[src/rtl/clk_div_pkg.sv]
// Shared constants and types for the programmable clock divider.
package clk_div_pkg;

    // Default width of the ratio and period counter.
    localparam int CNT_W_DEF = 8;

    // Smallest ratio that can be applied; anything below it is rejected.
    localparam int DIV_MIN = 2;

    // Controller states: stopped, running, and running-until-next-boundary.
    typedef enum logic [1:0] {
        ST_IDLE     = 2'd0,
        ST_RUN      = 2'd1,
        ST_STOPPING = 2'd2
    } div_state_e;

endpackage

[src/rtl/clk_div_if.sv]
// Ratio configuration handshake between the register block (master) and
// the divider controller (slave).
interface clk_div_if
    import clk_div_pkg::*;
#(
    parameter int CNT_W = CNT_W_DEF
) ();

    logic             cfg_valid;
    logic [CNT_W-1:0] cfg_div;
    logic             cfg_ready;
    logic             cfg_err;

    modport master (
        output cfg_valid,
        output cfg_div,
        input  cfg_ready,
        input  cfg_err
    );

    modport slave (
        input  cfg_valid,
        input  cfg_div,
        output cfg_ready,
        output cfg_err
    );

endinterface

[src/rtl/clk_div_core.sv]
// Divider datapath: period counter, posedge/negedge output register pair
// and the end-of-period decode. The ratio is only ever changed by the
// controller at a period boundary, so the decode thresholds stay stable
// for a whole period.
module clk_div_core
    import clk_div_pkg::*;
#(
    parameter int CNT_W = CNT_W_DEF
) (
    input  logic             sys_clk,
    input  logic             sys_rst_n,
    input  logic             run,
    input  logic [CNT_W-1:0] cur_div,
    output logic             period_end,
    output logic             clk_out
);

    logic [CNT_W-1:0] cnt_reg;
    logic [CNT_W-1:0] cnt_next;
    logic [CNT_W-1:0] high_start;
    logic             clk_p_reg;
    logic             clk_p_next;
    logic             clk_n_reg;

    // First count of the high phase: N - floor(N/2), so the low phase is
    // never shorter than the high phase.
    assign high_start = cur_div - (cur_div >> 1);

    // Last source cycle of the current output period.
    assign period_end = run && (cnt_reg == (cur_div - CNT_W'(1)));

    // Next count and next posedge-phase level; both collapse to zero at a
    // boundary and while stopped so clk_p always falls on a boundary.
    always_comb begin
        cnt_next   = '0;
        clk_p_next = 1'b0;
        if (run && !period_end) begin
            cnt_next   = cnt_reg + CNT_W'(1);
            clk_p_next = (cnt_next >= high_start);
        end
    end

    // Posedge register pair: counter and main phase of the output clock.
    always_ff @(posedge sys_clk or negedge sys_rst_n) begin
        if (!sys_rst_n) begin
            cnt_reg   <= '0;
            clk_p_reg <= 1'b0;
        end else begin
            cnt_reg   <= cnt_next;
            clk_p_reg <= clk_p_next;
        end
    end

    // Half-cycle-delayed copy of clk_p, only for odd ratios, stretching the
    // high phase by half a source cycle.
    always_ff @(negedge sys_clk or negedge sys_rst_n) begin
        if (!sys_rst_n) begin
            clk_n_reg <= 1'b0;
        end else begin
            clk_n_reg <= clk_p_reg & cur_div[0];
        end
    end

    // Both halves only rise while the other is already high or low in a
    // stable way, so the OR does not glitch.
    assign clk_out = clk_p_reg | clk_n_reg;

endmodule

[src/rtl/clk_div_ctrl.sv]
// Clock divider controller: start/stop sequencing, a one-deep pending
// ratio register behind a valid/ready handshake, and rejection of illegal
// ratios. New ratios are applied only at period boundaries (or straight
// away when idle) so clk_out never glitches.
module clk_div_ctrl
    import clk_div_pkg::*;
#(
    parameter int CNT_W   = CNT_W_DEF,
    parameter int DEF_DIV = 5
) (
    input  logic             sys_clk,
    input  logic             sys_rst_n,
    input  logic             en,
    clk_div_if.slave         cfg,
    output logic [CNT_W-1:0] cur_div,
    output logic             div_active,
    output logic             period_tick,
    output logic             clk_out
);

    div_state_e       state_reg;
    logic             div_active_reg;
    logic [CNT_W-1:0] cur_div_reg;
    logic [CNT_W-1:0] pend_div_reg;
    logic             pend_vld_reg;
    logic             cfg_err_reg;
    logic             period_end;
    logic             cfg_fire;
    logic             cfg_legal;

    assign cfg_fire  = cfg.cfg_valid && !pend_vld_reg;
    assign cfg_legal = (cfg.cfg_div >= CNT_W'(DIV_MIN));

    assign cfg.cfg_ready = !pend_vld_reg;
    assign cfg.cfg_err   = cfg_err_reg;
    assign cur_div       = cur_div_reg;
    assign div_active    = div_active_reg;
    assign period_tick   = period_end;

    // Run/stop sequencing; a stop request only takes effect at a boundary.
    always_ff @(posedge sys_clk or negedge sys_rst_n) begin
        if (!sys_rst_n) begin
            state_reg      <= ST_IDLE;
            div_active_reg <= 1'b0;
        end else begin
            case (state_reg)
                ST_IDLE: begin
                    if (en) begin
                        state_reg      <= ST_RUN;
                        div_active_reg <= 1'b1;
                    end
                end
                ST_RUN, ST_STOPPING: begin
                    if (period_end && !en) begin
                        state_reg      <= ST_IDLE;
                        div_active_reg <= 1'b0;
                    end else if (en) begin
                        state_reg      <= ST_RUN;
                        div_active_reg <= 1'b1;
                    end else begin
                        state_reg      <= ST_STOPPING;
                        div_active_reg <= 1'b1;
                    end
                end
                default: begin
                    state_reg      <= ST_IDLE;
                    div_active_reg <= 1'b0;
                end
            endcase
        end
    end

    // Ratio handshake and application. Accept and apply are exclusive
    // because a transfer needs the pending slot to be empty.
    always_ff @(posedge sys_clk or negedge sys_rst_n) begin
        if (!sys_rst_n) begin
            cur_div_reg  <= CNT_W'(DEF_DIV);
            pend_div_reg <= '0;
            pend_vld_reg <= 1'b0;
            cfg_err_reg  <= 1'b0;
        end else begin
            cfg_err_reg <= cfg_fire && !cfg_legal;
            if (pend_vld_reg && (period_end || (state_reg == ST_IDLE))) begin
                cur_div_reg  <= pend_div_reg;
                pend_vld_reg <= 1'b0;
            end else if (cfg_fire && cfg_legal) begin
                pend_div_reg <= cfg.cfg_div;
                pend_vld_reg <= 1'b1;
            end
        end
    end

    clk_div_core #(
        .CNT_W (CNT_W)
    ) u_core (
        .sys_clk    (sys_clk),
        .sys_rst_n  (sys_rst_n),
        .run        (div_active_reg),
        .cur_div    (cur_div_reg),
        .period_end (period_end),
        .clk_out    (clk_out)
    );

endmodule

[src/flat_wrapper.sv]
// flat-port wrapper written by rule: the top's interface ports become plain ports
module clk_div_ctrl_flat import clk_div_pkg::*;
#(
    parameter int CNT_W   = CNT_W_DEF,
    parameter int DEF_DIV = 5
)
  (sys_clk, sys_rst_n, en, cur_div, div_active, period_tick, clk_out, cfg_cfg_valid, cfg_cfg_div, cfg_cfg_ready, cfg_cfg_err);
  clk_div_if #(.CNT_W(CNT_W)) cfg_i ();
  input  logic sys_clk;
  input  logic sys_rst_n;
  input  logic en;
  output logic [CNT_W-1:0] cur_div;
  output logic div_active;
  output logic period_tick;
  output logic clk_out;
  input wire logic [$bits(cfg_i.cfg_valid)-1:0] cfg_cfg_valid;
  input wire logic [$bits(cfg_i.cfg_div)-1:0] cfg_cfg_div;
  output wire logic [$bits(cfg_i.cfg_ready)-1:0] cfg_cfg_ready;
  output wire logic [$bits(cfg_i.cfg_err)-1:0] cfg_cfg_err;
  assign cfg_i.cfg_valid = cfg_cfg_valid;
  assign cfg_i.cfg_div = cfg_cfg_div;
  assign cfg_cfg_ready = cfg_i.cfg_ready;
  assign cfg_cfg_err = cfg_i.cfg_err;
  clk_div_ctrl #(.CNT_W(CNT_W), .DEF_DIV(DEF_DIV)) u_core (.sys_clk(sys_clk), .sys_rst_n(sys_rst_n), .en(en), .cfg(cfg_i), .cur_div(cur_div), .div_active(div_active), .period_tick(period_tick), .clk_out(clk_out));
endmodule
[config.mk]
export PLATFORM = sky130hd
export DESIGN_NAME = clk_div_ctrl_flat
export DESIGN_NICKNAME = d
export VERILOG_FILES = /design/src/rtl/clk_div_pkg.sv /design/src/rtl/clk_div_if.sv /design/src/rtl/clk_div_core.sv /design/src/rtl/clk_div_ctrl.sv /design/src/flat_wrapper.sv
export SDC_FILE = /design/constraint.sdc
export NUM_CORES = 1
export LEC_CHECK = 0
export ABC_AREA = 1
export CORE_MARGIN = 3
export CORE_UTILIZATION = 45
export DETAILED_ROUTE_END_ITERATION = 10
export PLACE_DENSITY = 0.75
export SYNTH_ARGS = -nofsm -noshare
export SYNTH_HDL_FRONTEND = slang
export SYNTH_SLANG_ARGS = --single-unit
[constraint.sdc]
create_clock -name sys_clk -period 2.84 [get_ports sys_clk]
set_clock_uncertainty 0.2 [all_clocks]
set_input_delay 0.284 -clock sys_clk [delete_from_list [all_inputs] [get_ports sys_clk]]
set_output_delay 0.284 -clock sys_clk [all_outputs]
set_load 0.01 [all_outputs]
* Word-level counts from Yosys, hierarchy flattened
Index checks and enable logic that the tools add are counted.
** Storage, ports and cells
- Register bits :: 31
- Input port bits :: 12
- Output and inout port bits :: 13
- Logic and storage cells :: 48
** Operators by class
- Add/sub/neg operators :: 3
- Order comparisons :: 2
- Eq/ne operators :: 4
- Mux-type cells :: 11
- Bitwise logic cells :: 3
- Reduce and logical (&&, ||, !) cells :: 16
** Operators by type and width (count)
- $add A8 B1 Y8 const B :: 1
- $eq A8 B8 Y1 :: 1
- $ge A8 B2 Y1 const B :: 1
- $ge A8 B8 Y1 :: 1
- $mux W8 :: 1
- $sub A8 B1 Y8 const B :: 1
- $sub A8 B7 Y8 :: 1
- $logic_and A1 B1 Y1 :: 7
- $mux W2 :: 3
- $mux W1 :: 5
- $logic_not A1 Y1 :: 4
- $pmux W2 S2 :: 1
- $eq A2 B1 Y1 const B :: 1
- $eq A2 B2 Y1 const B :: 1
- $logic_not A2 Y1 :: 1
- $ne A2 B2 Y1 const B :: 1
- $pmux W1 S2 :: 1
- $reduce_and A2 Y1 :: 1
- $reduce_bool A2 Y1 :: 1
- $reduce_or A2 Y1 :: 1
- $and A1 B1 Y1 :: 1
- $logic_or A1 B1 Y1 :: 1
- $not A1 Y1 :: 1
- $or A1 B1 Y1 :: 1

* Longest topological paths before layout
Gate-level depths: netlist of run 1.
- Word-level depth :: 7
- Mapped depth :: 15
- Mapped depth without buffers :: 15

* By module
Synthesis of run 1 repeated with hierarchy kept, for this count alone.
** Second synthesis, totals
- Cell total of the unflattened synthesis :: 298
- Area total of the unflattened synthesis :: 2203.4 um2
** Modules (own cells, without submodules)
- clk_div_core :: times used 1, cells an instance 195, area an instance 1302.5 um2, seq. area each 250.2 um2
- clk_div_ctrl :: times used 1, cells an instance 103, area an instance 900.9 um2, seq. area each 528.0 um2

==> flow_summary.yaml, run 1 <==
status:
  status: "complete, no violations"
floorplan:
  dieWidth_um: 75.8
  core-area_um2: 4530
  die_h_um: 75.8
  pin_count: 25
  std_cell_rows: 24
  initial_core_util_pct: 48.4
  die-area_um2: 5750
power:
  vdd_drop_max_mv: 0.533
  leakage_nw: 1.47
  power.density_nw_per_um2: 1190
  finalPower_w: 0.00324
route:
  ant_nets: 0
  routed_via_density: 4.73
  vias: 1892
  drcViolationCount: 0
  wl_um: 4590
  wl_per_cell_um: 11.5
  drt_iter0_drc: 56
  firstDrtPassIters: 4
timing:
  setup_ws_ns: 0.00280
  finalSetupViolCount: 0
  slew_headroom_pct: 72.2
  hold_violations: 0
  worstMarginPinSlew_ns: 0.417
  rsz0062_at_grt: "true"
  tns_ns: 0
  slew_viol_final: 0
synth:
  synth_warnings: 0
  avgSynthCellArea_um2: 7.44
  async_reset_ff_share_pct: 100
  synthTopCellsByArea: "dfrtp_1, ha_1, nand2_1, inv_1, xor2_1"
  synthTopCellsByCount: "nand2_1, inv_1, dfrtp_1, ha_1, nor2_1"
  synth_most_common_cell: "nand2_1"
  synth.distinct_cells: 30
  yosys.area.top_type: "dfrtp_1"
  synthFlopType: "dfrtp_1"
  synth-seq-cells: 31
  synth_top_area_share_pct: 31.9
  synth_cells: 295
  synth_area_um2: 2190
  yosysSeqAreaShare_pct: 35.5
  synth_edf_count: 0
  syn-num-nets: 334
clock_tree:
  cts_tree: "yes"
  clk_latency_ns: 0.27
  numCtsBuffers: 5
  cts_hold_buf: 0
  clock_sinks: 31
  htree_num_levels: 2
  root_buffer: "clkbuf_8"
  cts_buffer_depth: 2
  clkTransAtPathRegs_ns: 0.06
worst_setup_path:
  critPathMaxFanout: 1
  cp_slowest_cell: "dfrtn_1"
  required_ns: 2.36
  slowest_delay_ns: 0.32
  startpoint_type: "flip-flop"
  crit_path_end_kind: "output pin"
  rrSetupSlack_ns: 0.06
  cp_cell_sequence: "or2_4 > buf_6"
  worstSetupPathType: "flip-flop to output pin"
  crit_family: "flip-flops"
  arrival_ns: 2.35
  cp_num_buf_inv: 1
grt:
  grt_pass1_vias: 1828
  track_usage_pct: 17.8
  grt_max_degree: 31
  overflow: 0
  grt_pass1_wl_um: 7760
  antenna_found_initial: 0
cells_and_area:
  drive_gt1_share_pct: 12.2
  nNetsFinal: 373
  n_antenna_cell: 0
  area_growth_pct: 24.6
  finish.instance_area_um2: 2730
min_path:
  hp-class: "flip-flop to flip-flop"
placed_design:
  post-place-ws_ns: -0.0986
  place.gp.congestion: 0.816
  postPlaceCellArea_um2: 2560
  portBuffers: 24
  dp.final_hpwl_um: 3650
job:
  maxCapViolCount: 0
layout make-up:
cell class,instances,area (µm²)
Clock buffer,7,76.3
Clock inverter,1,5.00
Tap cell,65,81.3
Inverter,55,213
Sequential cell,31,778
Timing Repair Buffer,35,323
Multi-Input combinational cell,206,1260
Fill cell,410,1800
routing by layer:
| layer | part of all wire [%] | track usage [%] |
|---|---|---|
| met5 | 0 | 0 |
| met4 | 2.4 | 7.57 |
| met2 | 48 | 30.1 |
| met1 | 47 | 22.2 |
| met3 | 2.7 | 3.17 |
cell families (layout without fill, tap and decap cells):
kind of cell	Yosys count	count (layout)	synth area share, %
AO/OA/AOI/OAI	29	29	7.30
XOR/XNOR	11	11	4.39
adder cells (fa/ha/maj)	27	27	15.7
buffers and inverters	58	98	10.3
flip-flops	31	31	35.5
AND/OR/NAND/NOR	139	139	26.8
worst min-delay path: cells and delay by family, from the launching register on:
kind / cells / cell delay [ns]
AND/OR/NAND/NOR: 1 / 0.05
AO/OA/AOI/OAI: 1 / 0.05
flip-flops: 1 / 0.34
path summary, 6_finish.rpt:
kind | start | end | cells after the start
worst max-delay path | u_core.u_core.clk_n_reg$_DFF_NN0_ | clk_out | 2
worst min-delay path | u_core.pend_div_reg[3]$_DFFE_PN0P_ | u_core.pend_div_reg[3]$_DFFE_PN0P_ | 2
worst max register to register | u_core.cur_div[0]$_DFFE_PN1P_ | u_core.u_core.clk_p_reg$_DFF_PN0_ | 14
worst min register to register | u_core.pend_div_reg[3]$_DFFE_PN0P_ | u_core.pend_div_reg[3]$_DFFE_PN0P_ | 2
max in group asynchronous | sys_rst_n | u_core.u_core.clk_n_reg$_DFF_NN0_ | 1
min in group asynchronous | sys_rst_n | u_core.state_reg[0]$_DFFE_PN0P_ | 2
cells in the final DEF (no fill, tap or decap), types with 2 or more instances in the layout:
master	count
o21ai_0	11
dfstp_2	2
clkbuf_8	5
o22ai_1	2
xor2_1	11
clkbuf_1	2
nor3_1	3
dfrtp_1	28
inv_2	3
nor2_1	20
nand2_2	2
nor2_2	4
a21oi_1	8
nand2_1	83
inv_1	50
ha_4	2
ha_1	24
nand4_1	4
buf_4	11
nand3_1	18
clkdlybuf4s50_1	22
timing repair:
item,in CTS,in global routing
pin swaps,2,11
endpoints found under the hold margin,0,0
cloned,0,0
resized for setup,8,14
buffers inserted,1,2
setup endpoints to repair,3,2
metrics by stage:
step / hold slack [ns] / utilization [%] / cells
5_1_grt: 0.309 / 60.3 / 400
3_5_place_dp: 0.274 / 56.5 / 390
4_1_cts: 0.289 / 59.0 / 399
2_1_floorplan: -0.212 / - / 295
3_3_place_gp: 0.266 / 56.5 / 390
6_report: 0.285 / 60.3 / 400
power breakdown:
group,internal [W],switching (W),leakage (nW),total (W)
sequential,0.000615,0.000147,0.394,0.000762
clock,0.000171,0.000144,0.0422,0.000315
combinational,0.000934,0.00123,1.03,0.00217
total,0.00172,0.00152,1.47,0.00324
Power figures use the tool's default switching activity.
==> run 2: changes to the inputs <==
--- a/config.mk
+++ b/config.mk
@@ -6,10 +6,10 @@
 export NUM_CORES = 1
 export LEC_CHECK = 0
 export ABC_AREA = 1
-export CORE_MARGIN = 3
-export CORE_UTILIZATION = 45
+export CORE_MARGIN = 1.5
+export CORE_UTILIZATION = 50
 export DETAILED_ROUTE_END_ITERATION = 10
-export PLACE_DENSITY = 0.75
+export PLACE_DENSITY = 0.81
 export SYNTH_ARGS = -nofsm -noshare
 export SYNTH_HDL_FRONTEND = slang
 export SYNTH_SLANG_ARGS = --single-unit
==> run 2 against run 1 <==
  * The flow now finishes with violations (negative setup slack)
  * Sequential power up 2%
  * Die area shrank 17%
  * Wire length grew 0.61%
  * Highest routed layer unchanged
  * Worst setup slack lost 0.017 ns
  * Clock power increased by 8.3%
  * Final cell count fell by 4.5%
==> flow_summary.yaml, run 2 (synthesis gave the netlist of run 1 again) <==
worst_setup_path:
  critPathMaxFanout: 1
  arrival_ns: 2.37
  crit_path_end_kind: "output pin"
  required_ns: 2.36
  worst_r2r_path_depth: 14
  startpoint_type: "flip-flop"
  rrSetupSlack_ns: 0.10
  r2r-start: "u_core.cur_div[0]$_DFFE_PN1P_"
  reg2reg_to: "u_core.u_core.clk_p_reg$_DFF_PN0_"
  worstSetupPathType: "flip-flop to output pin"
floorplan:
  die-area_um2: 4800
  die_h_um: 69.3
  pin_count: 25
  std_cell_rows: 23
  core-area_um2: 4120
  initial_core_util_pct: 53.3
  dieWidth_um: 69.3
route:
  wl_um: 4620
  vias: 1917
  routed_via_density: 5.02
  drt_iter0_drc: 95
  wl_per_cell_um: 12.1
  firstDrtPassIters: 4
  ant_nets: 0
  drcViolationCount: 0
placed_design:
  portBuffers: 24
  post-place-ws_ns: -0.122
  postPlaceCellArea_um2: 2540
  dp.final_hpwl_um: 3710
  place.gp.congestion: 0.910
min_path:
  hp-class: "flip-flop to flip-flop"
  whs_endpoint: "u_core.pend_div_reg[0]$_DFFE_PN0P_"
  hp-start: "u_core.pend_div_reg[0]$_DFFE_PN0P_"
  whs_path_depth: 2
clock_tree:
  clock_sinks: 31
  htree_num_levels: 2
  clk_latency_ns: 0.28
  numCtsBuffers: 5
  cts_buffer_depth: 2
  root_buffer: "clkbuf_8"
  clkTransAtPathRegs_ns: 0.06
  cts_tree: "yes"
power:
  finalPower_w: 0.00318
  leakage_nw: 1.46
  vdd_drop_max_mv: 0.535
  power.density_nw_per_um2: 1180
timing:
  setup_ws_ns: -0.0143
  rsz0062_at_grt: "true"
  finalSetupViolCount: 1
  hold_violations: 0
  slew_headroom_pct: 70.4
  worstMarginPinSlew_ns: 0.444
  slew_viol_final: 0
grt:
  grt_pass1_wl_um: 8180
  grt_max_degree: 31
  track_usage_pct: 21.3
  overflow: 0
  antenna_found_initial: 0
  grt_pass1_vias: 1832
cells_and_area:
  area_growth_pct: 22.3
  n_antenna_cell: 0
  drive_gt1_share_pct: 11.7
  layout_common_cells: "nand2_1, inv_1, dfrtp_1"
  layout_commonest_cell: "nand2_1"
  nNetsFinal: 371
  finish.instance_area_um2: 2680
status:
  violations: "negative setup slack"
  status: "complete, but fails checks"
job:
  maxCapViolCount: 0
## run 2: cell count changes in the layout (fill, tap and decap cells not counted), sizes merged
cell / before / now
clkbuf: 7 / 6
clkinvlp: 1 / 0
buf: 12 / 10
inv: 54 / 55
## run 2: worst max path at each step
| stage | start | endpoint | slack (ns) |
|---|---|---|---|
| after floorplan | u_core.cur_div[2]$_DFFE_PN1P_ | u_core.u_core.clk_p_reg$_DFF_PN0_ | 0.12 |
| after global placement | u_core.u_core.clk_n_reg$_DFF_NN0_ | clk_out | -0.1 |
| after detailed placement | u_core.u_core.clk_n_reg$_DFF_NN0_ | clk_out | -0.12 |
| after CTS | u_core.u_core.clk_n_reg$_DFF_NN0_ | clk_out | -0.03 |
| after global routing | u_core.cur_div[2]$_DFFE_PN1P_ | u_core.u_core.clk_p_reg$_DFF_PN0_ | -0.05 |
| final | u_core.u_core.clk_n_reg$_DFF_NN0_ | clk_out | -0.01 |
## run 2: stage by stage
stage,utilization [%],std cells,hold slack [ns],setup TNS (ns)
after global routing,65.2,382,0.303,-0.107
after CTS,63.8,381,0.286,-0.0259
after floorplan,-,295,-0.212,0
final,65.2,382,0.284,-0.0143
after detailed placement,61.7,374,0.271,-0.122
after global placement,61.7,374,0.263,-0.0979
## run 2: critical path, stage by stage (launching register included)
cell and delay [ns]:
dfrtn_1 0.32, or2_4 0.22, buf_6 0.12
## run 2: final cells by class
type	count	area [µm²]
multi-input cells	206	1240
clock inverters	1	5.00
repair buffers	33	308
fillers	368	1430
clock buffers	6	82.6
flip-flops and latches	31	779
well taps	50	62.6
inverters	55	209
## run 2: per-layer routing
layer / global-route usage [%] / routed length (µm) / vias up
met1: 27.1 / 2110 / 871
met4: 8.71 / 119 / 0
met5: 0 / 0 / -
li1: - / - / 997
met3: 3.92 / 122 / 12
met2: 35.5 / 2260 / 37
## run 2: repair_timing
action                     4_1_cts  5_1_grt
pin swaps                        1        9
gates resized for setup          7       12
setup endpoints to repair        2        3
hold buffers                     0        0
buffers inserted                 0        1
## run 2: report_power, final
group / switching, W / internal, W
Sequential: 0.000158 / 0.000616
Clock: 0.000152 / 0.000190
Combinational: 0.00119 / 0.000874
==> run 3: changes to the inputs <==
--- a/config.mk
+++ b/config.mk
@@ -10,6 +10,7 @@
 export CORE_UTILIZATION = 50
 export DETAILED_ROUTE_END_ITERATION = 10
 export PLACE_DENSITY = 0.81
+export SLEW_MARGIN = 20
 export SYNTH_ARGS = -nofsm -noshare
 export SYNTH_HDL_FRONTEND = slang
 export SYNTH_SLANG_ARGS = --single-unit
==> results of run 3 <==
Same layout as run 2: the final DEF is identical, and so are final timing and power.
